==> config.mk <==
export PLATFORM = sky130hd
export DESIGN_NAME = panel_input_conditioner
export DESIGN_NICKNAME = d
export VERILOG_FILES = /design/src/rtl/panel_input_conditioner.sv
export SDC_FILE = /design/constraint.sdc
export NUM_CORES = 1
export LEC_CHECK = 0
export CAP_MARGIN = 10
export CORE_MARGIN = 1
export CORE_UTILIZATION = 59
export CTS_CLUSTER_SIZE = 20
export DETAILED_ROUTE_END_ITERATION = 16
export PLACE_DENSITY = 0.86
export SLEW_MARGIN = 10
export SYNTH_ARGS = -nofsm -noshare
export SYNTH_HDL_FRONTEND = slang
export SYNTH_SLANG_ARGS = --single-unit
==> constraint.sdc <==
create_clock -name clk -period 6.49 [get_ports clk]
set_input_delay 1.298 -clock clk [delete_from_list [all_inputs] [get_ports clk]]
set_output_delay 1.298 -clock clk [all_outputs]
set_load 0.03 [all_outputs]
==> src/rtl/panel_input_conditioner.sv <==
// ---------------------------------------------------------------------------
// panel_input_conditioner
//
// Front-panel conditioning stage that sits in front of the washing machine
// controller. Raw buttons are synchronized, debounced and turned into
// single-cycle press strobes. Selector inputs are synchronized, checked for
// the invalid code 2'b11 and latched while the machine is idle. A start press
// either fires start_pulse directly or runs a delay-start countdown first.
//
// Ports:
//   clk                     system clock
//   reset                   synchronous, active-high reset
//   power_button_raw        raw power push-button (asynchronous, bouncy)
//   start_button_raw        raw start push-button (asynchronous, bouncy)
//   cycle_select_raw        raw 2-bit cycle selector
//   water_level_select_raw  raw 2-bit water-level selector
//   temp_select_raw         raw 2-bit temperature selector
//   spin_speed_select_raw   raw 2-bit spin-speed selector
//   delay_start_raw         delay-start switch level
//   machine_busy            high while the controller runs a cycle
//   power_pulse             one-cycle pulse per accepted power press
//   start_pulse             one-cycle start request to the controller
//   cycle_select            latched, validated cycle selection
//   water_level_select      latched, validated water level
//   temp_select             latched, validated temperature
//   spin_speed_select       latched, validated spin speed
//   delay_pending           high while the delay-start countdown runs
// ---------------------------------------------------------------------------
module panel_input_conditioner #(
    parameter int DEBOUNCE_CYCLES   = 4,
    parameter int DELAY_START_TICKS = 16
) (
    input  logic       clk,
    input  logic       reset,
    input  logic       power_button_raw,
    input  logic       start_button_raw,
    input  logic [1:0] cycle_select_raw,
    input  logic [1:0] water_level_select_raw,
    input  logic [1:0] temp_select_raw,
    input  logic [1:0] spin_speed_select_raw,
    input  logic       delay_start_raw,
    input  logic       machine_busy,
    output logic       power_pulse,
    output logic       start_pulse,
    output logic [1:0] cycle_select,
    output logic [1:0] water_level_select,
    output logic [1:0] temp_select,
    output logic [1:0] spin_speed_select,
    output logic       delay_pending
);

    localparam logic [7:0]  DB_LAST  = 8'(DEBOUNCE_CYCLES - 1);
    localparam logic [15:0] DLY_LOAD = 16'(DELAY_START_TICKS - 1);
    localparam logic [7:0]  SEL_RESET = 8'b01_01_01_01;

    typedef enum logic [1:0] {
        IDLE,
        DELAY,
        FIRE
    } state_t;

    // Button vectors: bit 0 is power, bit 1 is start.
    logic [1:0]      w_btnRaw;
    logic [1:0]      r_btnS1;
    logic [1:0]      r_btnS2;
    logic [1:0]      r_btnDb;
    logic [1:0]      r_btnRise;
    logic [1:0][7:0] r_btnCnt;

    // Selections packed as {cycle, water, temp, spin}.
    logic [7:0] w_selRaw;
    logic [7:0] r_selS1;
    logic [7:0] r_selS2;
    logic [1:0] r_selValid;
    logic [7:0] r_sel;

    logic r_dlyS1;
    logic r_dlyS2;

    state_t      r_state;
    logic [15:0] r_dcnt;
    logic        r_startPulse;
    logic        r_delayPending;

    assign w_btnRaw = {start_button_raw, power_button_raw};
    assign w_selRaw = {cycle_select_raw, water_level_select_raw,
                       temp_select_raw, spin_speed_select_raw};

    // Button synchronizers and debouncers. A new level is only accepted after
    // the synchronized copy has disagreed with the debounced level for
    // DEBOUNCE_CYCLES consecutive cycles; the rise strobe is raised on the
    // same edge that accepts a new high level, so it lines up with db.
    always_ff @(posedge clk) begin
        if (reset) begin
            r_btnS1   <= '0;
            r_btnS2   <= '0;
            r_btnDb   <= '0;
            r_btnRise <= '0;
            r_btnCnt  <= '0;
        end else begin
            r_btnS1 <= w_btnRaw;
            r_btnS2 <= r_btnS1;
            for (int i = 0; i < 2; i++) begin
                r_btnRise[i] <= 1'b0;
                if (r_btnS2[i] == r_btnDb[i]) begin
                    r_btnCnt[i] <= '0;
                end else if (r_btnCnt[i] == DB_LAST) begin
                    r_btnDb[i]   <= r_btnS2[i];
                    r_btnCnt[i]  <= '0;
                    r_btnRise[i] <= r_btnS2[i];
                end else begin
                    r_btnCnt[i] <= r_btnCnt[i] + 8'd1;
                end
            end
        end
    end

    // Selection synchronizer and latch. r_selValid tracks whether real input
    // data has reached the second flop since reset, so the cleared flop
    // contents are never mistaken for a user selection of 2'b00.
    always_ff @(posedge clk) begin
        if (reset) begin
            r_selS1    <= '0;
            r_selS2    <= '0;
            r_selValid <= '0;
            r_sel      <= SEL_RESET;
            r_dlyS1    <= 1'b0;
            r_dlyS2    <= 1'b0;
        end else begin
            r_selS1    <= w_selRaw;
            r_selS2    <= r_selS1;
            r_selValid <= {r_selValid[0], 1'b1};
            r_dlyS1    <= delay_start_raw;
            r_dlyS2    <= r_dlyS1;
            if (!machine_busy && r_selValid[1]) begin
                for (int i = 0; i < 4; i++) begin
                    if (r_selS2[2*i +: 2] != 2'b11) begin
                        r_sel[2*i +: 2] <= r_selS2[2*i +: 2];
                    end
                end
            end
        end
    end

    // Start FSM. start_pulse and delay_pending are set on the edge that enters
    // FIRE / DELAY, so FIRE lasts exactly the one cycle the pulse is high.
    // In DELAY a cancel (either button press or busy) wins over expiry.
    always_ff @(posedge clk) begin
        if (reset) begin
            r_state        <= IDLE;
            r_dcnt         <= '0;
            r_startPulse   <= 1'b0;
            r_delayPending <= 1'b0;
        end else begin
            r_startPulse <= 1'b0;
            case (r_state)
                IDLE: begin
                    if (r_btnRise[1] && !machine_busy) begin
                        if (r_dlyS2) begin
                            r_state        <= DELAY;
                            r_dcnt         <= DLY_LOAD;
                            r_delayPending <= 1'b1;
                        end else begin
                            r_state      <= FIRE;
                            r_startPulse <= 1'b1;
                        end
                    end
                end
                DELAY: begin
                    if (r_btnRise[1] || r_btnRise[0] || machine_busy) begin
                        r_state        <= IDLE;
                        r_delayPending <= 1'b0;
                    end else if (r_dcnt == 16'd0) begin
                        r_state        <= FIRE;
                        r_delayPending <= 1'b0;
                        r_startPulse   <= 1'b1;
                    end else begin
                        r_dcnt <= r_dcnt - 16'd1;
                    end
                end
                FIRE: begin
                    r_state <= IDLE;
                end
                default: begin
                    r_state        <= IDLE;
                    r_delayPending <= 1'b0;
                end
            endcase
        end
    end

    assign power_pulse        = r_btnRise[0];
    assign start_pulse        = r_startPulse;
    assign delay_pending      = r_delayPending;
    assign cycle_select       = r_sel[7:6];
    assign water_level_select = r_sel[5:4];
    assign temp_select        = r_sel[3:2];
    assign spin_speed_select  = r_sel[1:0];

endmodule
# Word level (Yosys, flattened, before mapping)
# Index checks and enable logic that the tools add are counted.
# totals
in_bits	14
reg_bits	72
out_inout_bits	11
# op_classes
eq_ne	15
n_addsub	3
n_bitwise	5
n_reduce_logical	21
muxes	21
# ops
cell	count
16-bit two-way mux	4
16-bit one-hot mux with 2 select lines	1
8-bit by 1-bit adder with 8-bit output, second input constant	2
8-bit by 2-bit == test with 1-bit output, second input constant	2
16-bit logical NOT	1
2-bit inequality test, second input constant	8
16-bit by 1-bit subtractor with 16-bit output, second input constant	1
2-bit AND reduction	7
3-bit OR reduction	4
1-bit two-way mux	9
2-bit two-way mux	4
1-bit NOT	5
5-bit AND reduction	1
2-bit one-hot mux with 2 select lines	1
4-bit AND reduction	1
3-bit inequality test, second input constant	1
1-bit one-hot mux with 3 select lines	1
1-bit == test	2
2-bit by 1-bit == test with 1-bit output, second input constant	1
2-bit == test, second input constant	1
1-bit logical AND	2
2-bit logical NOT	1
1-bit logical OR	2
1-bit one-hot mux with 2 select lines	1
2 further kinds	2

# Depth between registers and ports, before layout
# logic_depth
depth_word	4
mapped_depth	7
depth_no_buf	6

# Worst setup path before layout
# Ideal clock, no wire load.
# synth_path
path_type	input to register
startpoint	input machine_busy
endpoint	register r_dcnt[11]
path_slack_ps	3563
arrival_ps	2857
path_stages	5
n_path_buf	1
setup_ps	70
path_cell_list	or4_4 or3_4 buf_6 or4_1 a21oi_1
# synth_via
elab_chain_cells	4
word_cells_on_any_way	6
# synth_rtl
item	line_no	text
start, declared	42	input logic machine_busy,
1-bit logical NOT	158	if (r_btnRise[1] && !machine_busy) begin
1-bit logical AND	158	
2-bit inequality test (no line)	n/a	
5-bit AND reduction (no line) *	n/a	
end signal, assigned	178	r_dcnt <= r_dcnt - 16'd1;
end, declared	81	logic [15:0] r_dcnt;
# Mark *: on every way between the ends. The rest lies on a longest branch, timed or not.
# A chain may end at the register's enable or synchronous reset.

# Worst setup path in the final report
# Ends and elaborated chain as after synthesis.

==> summary.md <==
| Metric | Value |
|---|---|
| Outcome | finished, final reports clean |
| Fmax | 320 MHz |
| Synthesized area | between 0.002 and 0.003 sq mm |
| Clk_lat worst skew | 0.34 ns |
| Die height | 70.2 um |
| Clk sinks | 72 |
| Sw frac | 0.200 |
| Routed via count | 2115 |
| Full die area | 0.00492 sq mm |
| Clock transition at the registers of the reported paths | around 0.07 ns |
| Max VDD drop | approximately 0.24 mV |
| Final setup viols | 0 |
| CP Data Required Time | 6.75 ns |
| CTS Buf Count | 9 |
| Routed len/inst | 13.3 um |
| Num ports | 25 |
| Final hold violation count | 0 |
| Initial antenna violation count | 0 |
| Worst rel slew slack | 0.556 |
| Core Area | 0.00441 sq mm |
| Period utilization | 0.481 |
| Measured slew at the worst slew-check pin | 0.665 ns |
| Top area cells in the synthesized netlist | dfxtp_1 (53%), nor2b_1 (5.5%), nor2_1 (5.3%) |
| Syn-to-layout area delta | 18.7% |
| Most frequent cells in the layout | dfxtp_1 (72), nor2_1 (39), nor2b_1 (24), clkdlybuf4s50_1 (24), a21oi_1 (16) |
| Async set-reset flop share out of synthesis | 0 |
| CTS tree | done |
| PortBufs | 24 |
| Post-synth EDFFs | 0 |
| R2r setup slk | 4.16 ns |
| Tightest Hold Check Type | reg2reg |
| Total negative slack | 0 ns |
| Dominant synthesized flop cell | dfxtp_1 |
| GRT Total Usage | 0.221 |
| Arr. time, crit path | 3.38 ns |
| Cts repair resizes | 0 |
| Hold slack | between 0.4 and 0.5 ns |
| Layout cells sized above 1 | 0.0748 |
| Fin util | 0.737 |
| Synth warnings | 0 |
| Worst R2R End | r_dcnt[8] |
| Layout Skew | 0.00616 ns |
| Max Cap Viol | 0 |
| Clock power share | 0.466 |
| Largest fanout on the critical path | 11 |
| Residual DRC count | 0 |
| Static Leak | 1.22 nW |
| Post-Syn Instances | 291 |
| DRT Pass-1 Iters | 4 |
| Tot Pwr | 0.921 mW |
| Fin. max-slew vios | 0 |
| Largest area contributor in the netlist | dfxtp_1 |
| Comb pwr share | 0.040 |
| Initial DRC count | 206 |
| Hold endpoint | r_selS2[3] |
| Vias in the first global route | 1984 |
| Root buf cell | clkbuf_8 |
| Startpoint types | input port |
| Clock tree buffer depth | 2 |
| Psw | about 0.18 mW |
| First-pass GRT wire length | 8.50 mm |
| Final worst path period need | 3.12 ns |
| Avg Cell Area, Syn | 9.42 sq um |
| Pwr dens | 283 mW/mm^2 |
| Via/cell ratio | around 5.7 |
| RD Place Congestion | 0.792 |
| Yosys top cell area share | 0.526 |
| Pint | 0.737 mW |
| Total detailed-routing wirelength | 4.97 mm |
| Syn nets | 308 |
| N_diodes | 0 |
| Post-DRT Antenna Nets | 0 |
| #FFs+latches synth | 72 |
| Hold Crit Depth | 1 |
| GRT overflow | 0 |
| Worst R2R Path Depth | 6 |
| Reg power frac | 0.494 |
| Pin count of the biggest net entering global routing | 43 |
| Post-DP HPWL | 3.26 mm |
| Rows | 24 |
| Critical Path End Type | flip-flop |
| # H-tree levels | 3 |
| Commonest non-fill, non-tap cell in the layout | dfxtp_1 |
| Hold Path Origin | r_selS1[3] |
| R2r startpoint | r_dcnt[0] |
| Crit path kind | in2reg |
| RSZ-0062 raised after global routing | false |
| Post-synthesis sequential area ratio | 0.526 |
| Starting density of the core | 0.621 |
| CTS hold repair buffers | 0 |
| Synth cell types | 38 |
| Setup bufs post-CTS | 0 |
| Die Span X | 70.2 um |
| Final Net Count | ~330 |
-- cell usage after synthesis, types with 5 or more instances --
cell type and count:
xor2_1 8, o21ai_0 10, xnor2_1 6, clkbuf_1 8
o31ai_1 8, nor4_1 6, a21oi_1 16, and3_1 5
or3_1 8, nor2b_1 24, nor2_1 39, nor3_1 9
nand3_1 14, dfxtp_1 72, or4_1 12, inv_1 6
nand2_1 7
-- power by group through the flow --
stage / sequential, mW / combinational (mW) / clock (mW)
after floorplan: 0.469 / 0.0158 / 0
after global placement: 0.465 / 0.0353 / 0
after detailed placement: 0.465 / 0.0366 / 0
after CTS: 0.455 / 0.0371 / 0.438
after global routing: 0.456 / 0.0402 / 0.461
final: 0.455 / 0.0367 / 0.429
-- how the worst max path moves through the flow --
stage,to,slack [ns],start
2_1_floorplan,r_dcnt[11],3.56,machine_busy
3_3_place_gp,r_dcnt[13],3.10,machine_busy
3_5_place_dp,r_dcnt[11],3.04,machine_busy
4_1_cts,r_dcnt[11],3.38,machine_busy
5_1_grt,r_dcnt[8],3.26,machine_busy
6_report,r_dcnt[11],3.37,machine_busy
-- cell type report --
type	instances	area, sq um
flip-flops and latches	72	1440
multi-input cells	202	1220
fillers	316	1160
repair buffers	25	248
clock buffers	10	138
clock inverters	6	115
well taps	52	65.1
inverters	6	22.5
-- routing by layer --
metal	share of wire	GRT usage
met1	0.42	0.239
met2	0.51	0.385
met3	0.054	0.0823
met4	0.016	0.0911
met5	0	0
-- registers in the layout, indices dropped and copies added, names as in the netlist --
name and cells:
r_selS2 8, r_btnRise 2, r_selS1 8, r_btnDb 2
delay_pending 1, r_btnS1 2, r_btnCnt 16, r_state 2
start_pulse 1, r_btnS2 2, r_dlyS1 1, r_dlyS2 1
r_selValid 2, r_dcnt 16, r_sel 8
-- metrics by stage --
stage / area, sq um / worst slack [ns] / cells
floorplan: 2740 / 3.56 / 291
global placement: 3000 / 3.10 / 357
detailed placement: 3000 / 3.04 / 357
CTS: 3250 / 3.38 / 373
global route: 3250 / 3.26 / 373
finish: 3250 / 3.37 / 373
-- worst max-delay path, cell delays in order --
cell and delay [ns]:
clkdlybuf4s50_1 0.49, or4_4 0.48, or3_4 0.44, or4_1 0.51, a21oi_1 0.15
-- kinds of logic after synthesis --
group,after synthesis,synth area share
buffers and inverters,17,0.0274
flip-flops,72,0.526
multiplexers,2,0.00730
AO/OA/AOI/OAI,39,0.0835
adder cells (fa/ha/maj),3,0.0137
XOR/XNOR,14,0.0447
AND/OR/NAND/NOR,144,0.298
(Power assumes the default switching activity.)
==> patch: new RTL, same flow settings <==
Encoding of `state_t`: now one-hot (3 bits for 3 states).
--- a/src/rtl/panel_input_conditioner.sv
+++ b/src/rtl/panel_input_conditioner.sv
@@ -53,10 +53,10 @@
     localparam logic [15:0] DLY_LOAD = 16'(DELAY_START_TICKS - 1);
     localparam logic [7:0]  SEL_RESET = 8'b01_01_01_01;
 
-    typedef enum logic [1:0] {
-        IDLE,
-        DELAY,
-        FIRE
+    typedef enum logic [2:0] {
+        IDLE  = 3'b001,
+        DELAY = 3'b010,
+        FIRE  = 3'b100
     } state_t;
 
     // Button vectors: bit 0 is power, bit 1 is start.
Formal check against the unedited RTL: same outputs for any inputs over 10 cycles, from zero or initial values and one cycle with reset high; not proved beyond that.
==> patch against the original RTL <==
Combinational power up 28%; via count is 1.9% lower; sequential cell count up 1; clock power decreased by 10%; critical path depth grew 1; synthesized cell count is 1.0% higher; core utilization decreased by 0.15 points; setup slack improved by 0.16 ns; area after synthesis up 2.7%; final area increased by 1.2%; total power decreased by 2.8%; wire length is 3.9% lower; die area is 2.6% higher; critical path type unchanged.
==> patch: results (changes against the original RTL) <==
stage	metric	value	unit	change
status	outcome	finished, final reports clean		
route	num_vias	2075		-1.9%
global_routing	track_usage	0.218		-0.00269
yosys	synth_nets	311		+0.97%
sta	worst_pin_slew	0.586	ns	-0.0789 ns
yosys	synthArstFlopShare	0		unchanged
pwr	total_leakage_power	1.26	nW	+3.4%
final_layout	nNetsFinal	337		+1.2%
yosys	ys_seq_area_frac	0.519		-0.00668
yosys	synthDistinctLibCells	48		+26%
critical_path	r2r_cells	7		+1
sta	fin_worst_skew	0.00800	ns	+0.00184 ns
placement	place_ws	3.20	ns	+0.163 ns
placement	gp_congestion	0.870		+9.8%
global_routing	grt_pass1_vias	1912		-3.6%
critical_path	reg2reg_slack	3.96	ns	-0.20 ns
placement	placed_area	3070	um2	+2.4%
pwr	peakVddDrop	0.190	mV	-20%
global_routing	grtUsageMet1	0.245		+0.00536
global_routing	grt_use_met2	0.362		-0.0224
critical_path	arrival	3.23	ns	-0.15 ns
yosys	netlist_top_cells_count	73 x dfxtp_1, 49 x nor2_1, 26 x nor2b_1		
placement	post-dp-hpwl	3.21	mm	-1.6%
critical_path	r2r-end	r_dcnt[11]		
route	drt_iter0_markers	153		-26%
final_layout	fill_cells	322		+1.9%
global_routing	grt_pass1_wl	8.37	mm	-1.5%
final_layout	drive_above_1_share	0.0677		-0.00707
hold_path	hold_end	r_btnS2[0]		
global_routing	grt_max_degree	40		-7.0%
global_routing	use_met3	0.0969		+0.0146
patch: logic make-up after synthesis:
| kind of cell | after synthesis | share of synthesized area |
|---|---|---|
| xor+xnor | 19 | 0.0591 |
| flops | 73 | 0.519 |
| fa+ha+maj | 3 | 0.0133 |
| mux | 2 | 0.00711 |
| compound gates | 41 | 0.0987 |
| buf+inv | 16 | 0.0271 |
| simple gates | 140 | 0.276 |
patch: per-stage QoR:
stage                     hold slack [ns]  cells  total power, mW
final                               0.434    377            0.895
after global placement              0.416    361            0.519
after detailed placement            0.422    361            0.521
after CTS                           0.440    377            0.907
after floorplan                     0.414    294            0.502
after global routing                0.459    377            0.931
patch: routing by layer:
| layer | vias up | wire [um] |
|---|---|---|
| li1 | 1078 | - |
| met4 | 0 | 49 |
| met1 | 942 | 2170 |
| met3 | 5 | 241 |
| met5 | - | 0 |
| met2 | 50 | 2310 |
patch: worst max-delay path, delay by kind of cell:
family	cells	cell delay [ns]
simple gates	2	0.74
compound gates	3	0.74
buf+inv	1	0.46
patch: final cells by class:
class                      count  area [um2]  area share
sequential                    73        1460       0.444
tap                           52        65.1      0.0198
clock buffer                  10         128      0.0388
inverter                       6        22.5     0.00684
clock inverter                 6        90.1      0.0274
timing repair buffer          25         248      0.0753
multi-input combinational    205        1280       0.388
patch: how the worst max path moves through the flow:
| stage | startpoint | end | slack [ns] | depth (start not counted) |
|---|---|---|---|---|
| floorplan | machine_busy | r_dcnt[11] | 3.92 | 7 |
| global placement | machine_busy | r_dcnt[15] | 3.30 | 6 |
| detailed placement | machine_busy | r_dcnt[15] | 3.20 | 6 |
| CTS | machine_busy | r_dcnt[15] | 3.55 | 6 |
| global route | machine_busy | r_dcnt[15] | 3.41 | 6 |
| finish | machine_busy | r_dcnt[15] | 3.53 | 6 |
patch: report_power, final:
group          internal, mW  total (mW)  switching [mW]
clock                 0.218       0.385           0.166
sequential            0.459       0.464         0.00521
combinational        0.0218      0.0469          0.0251
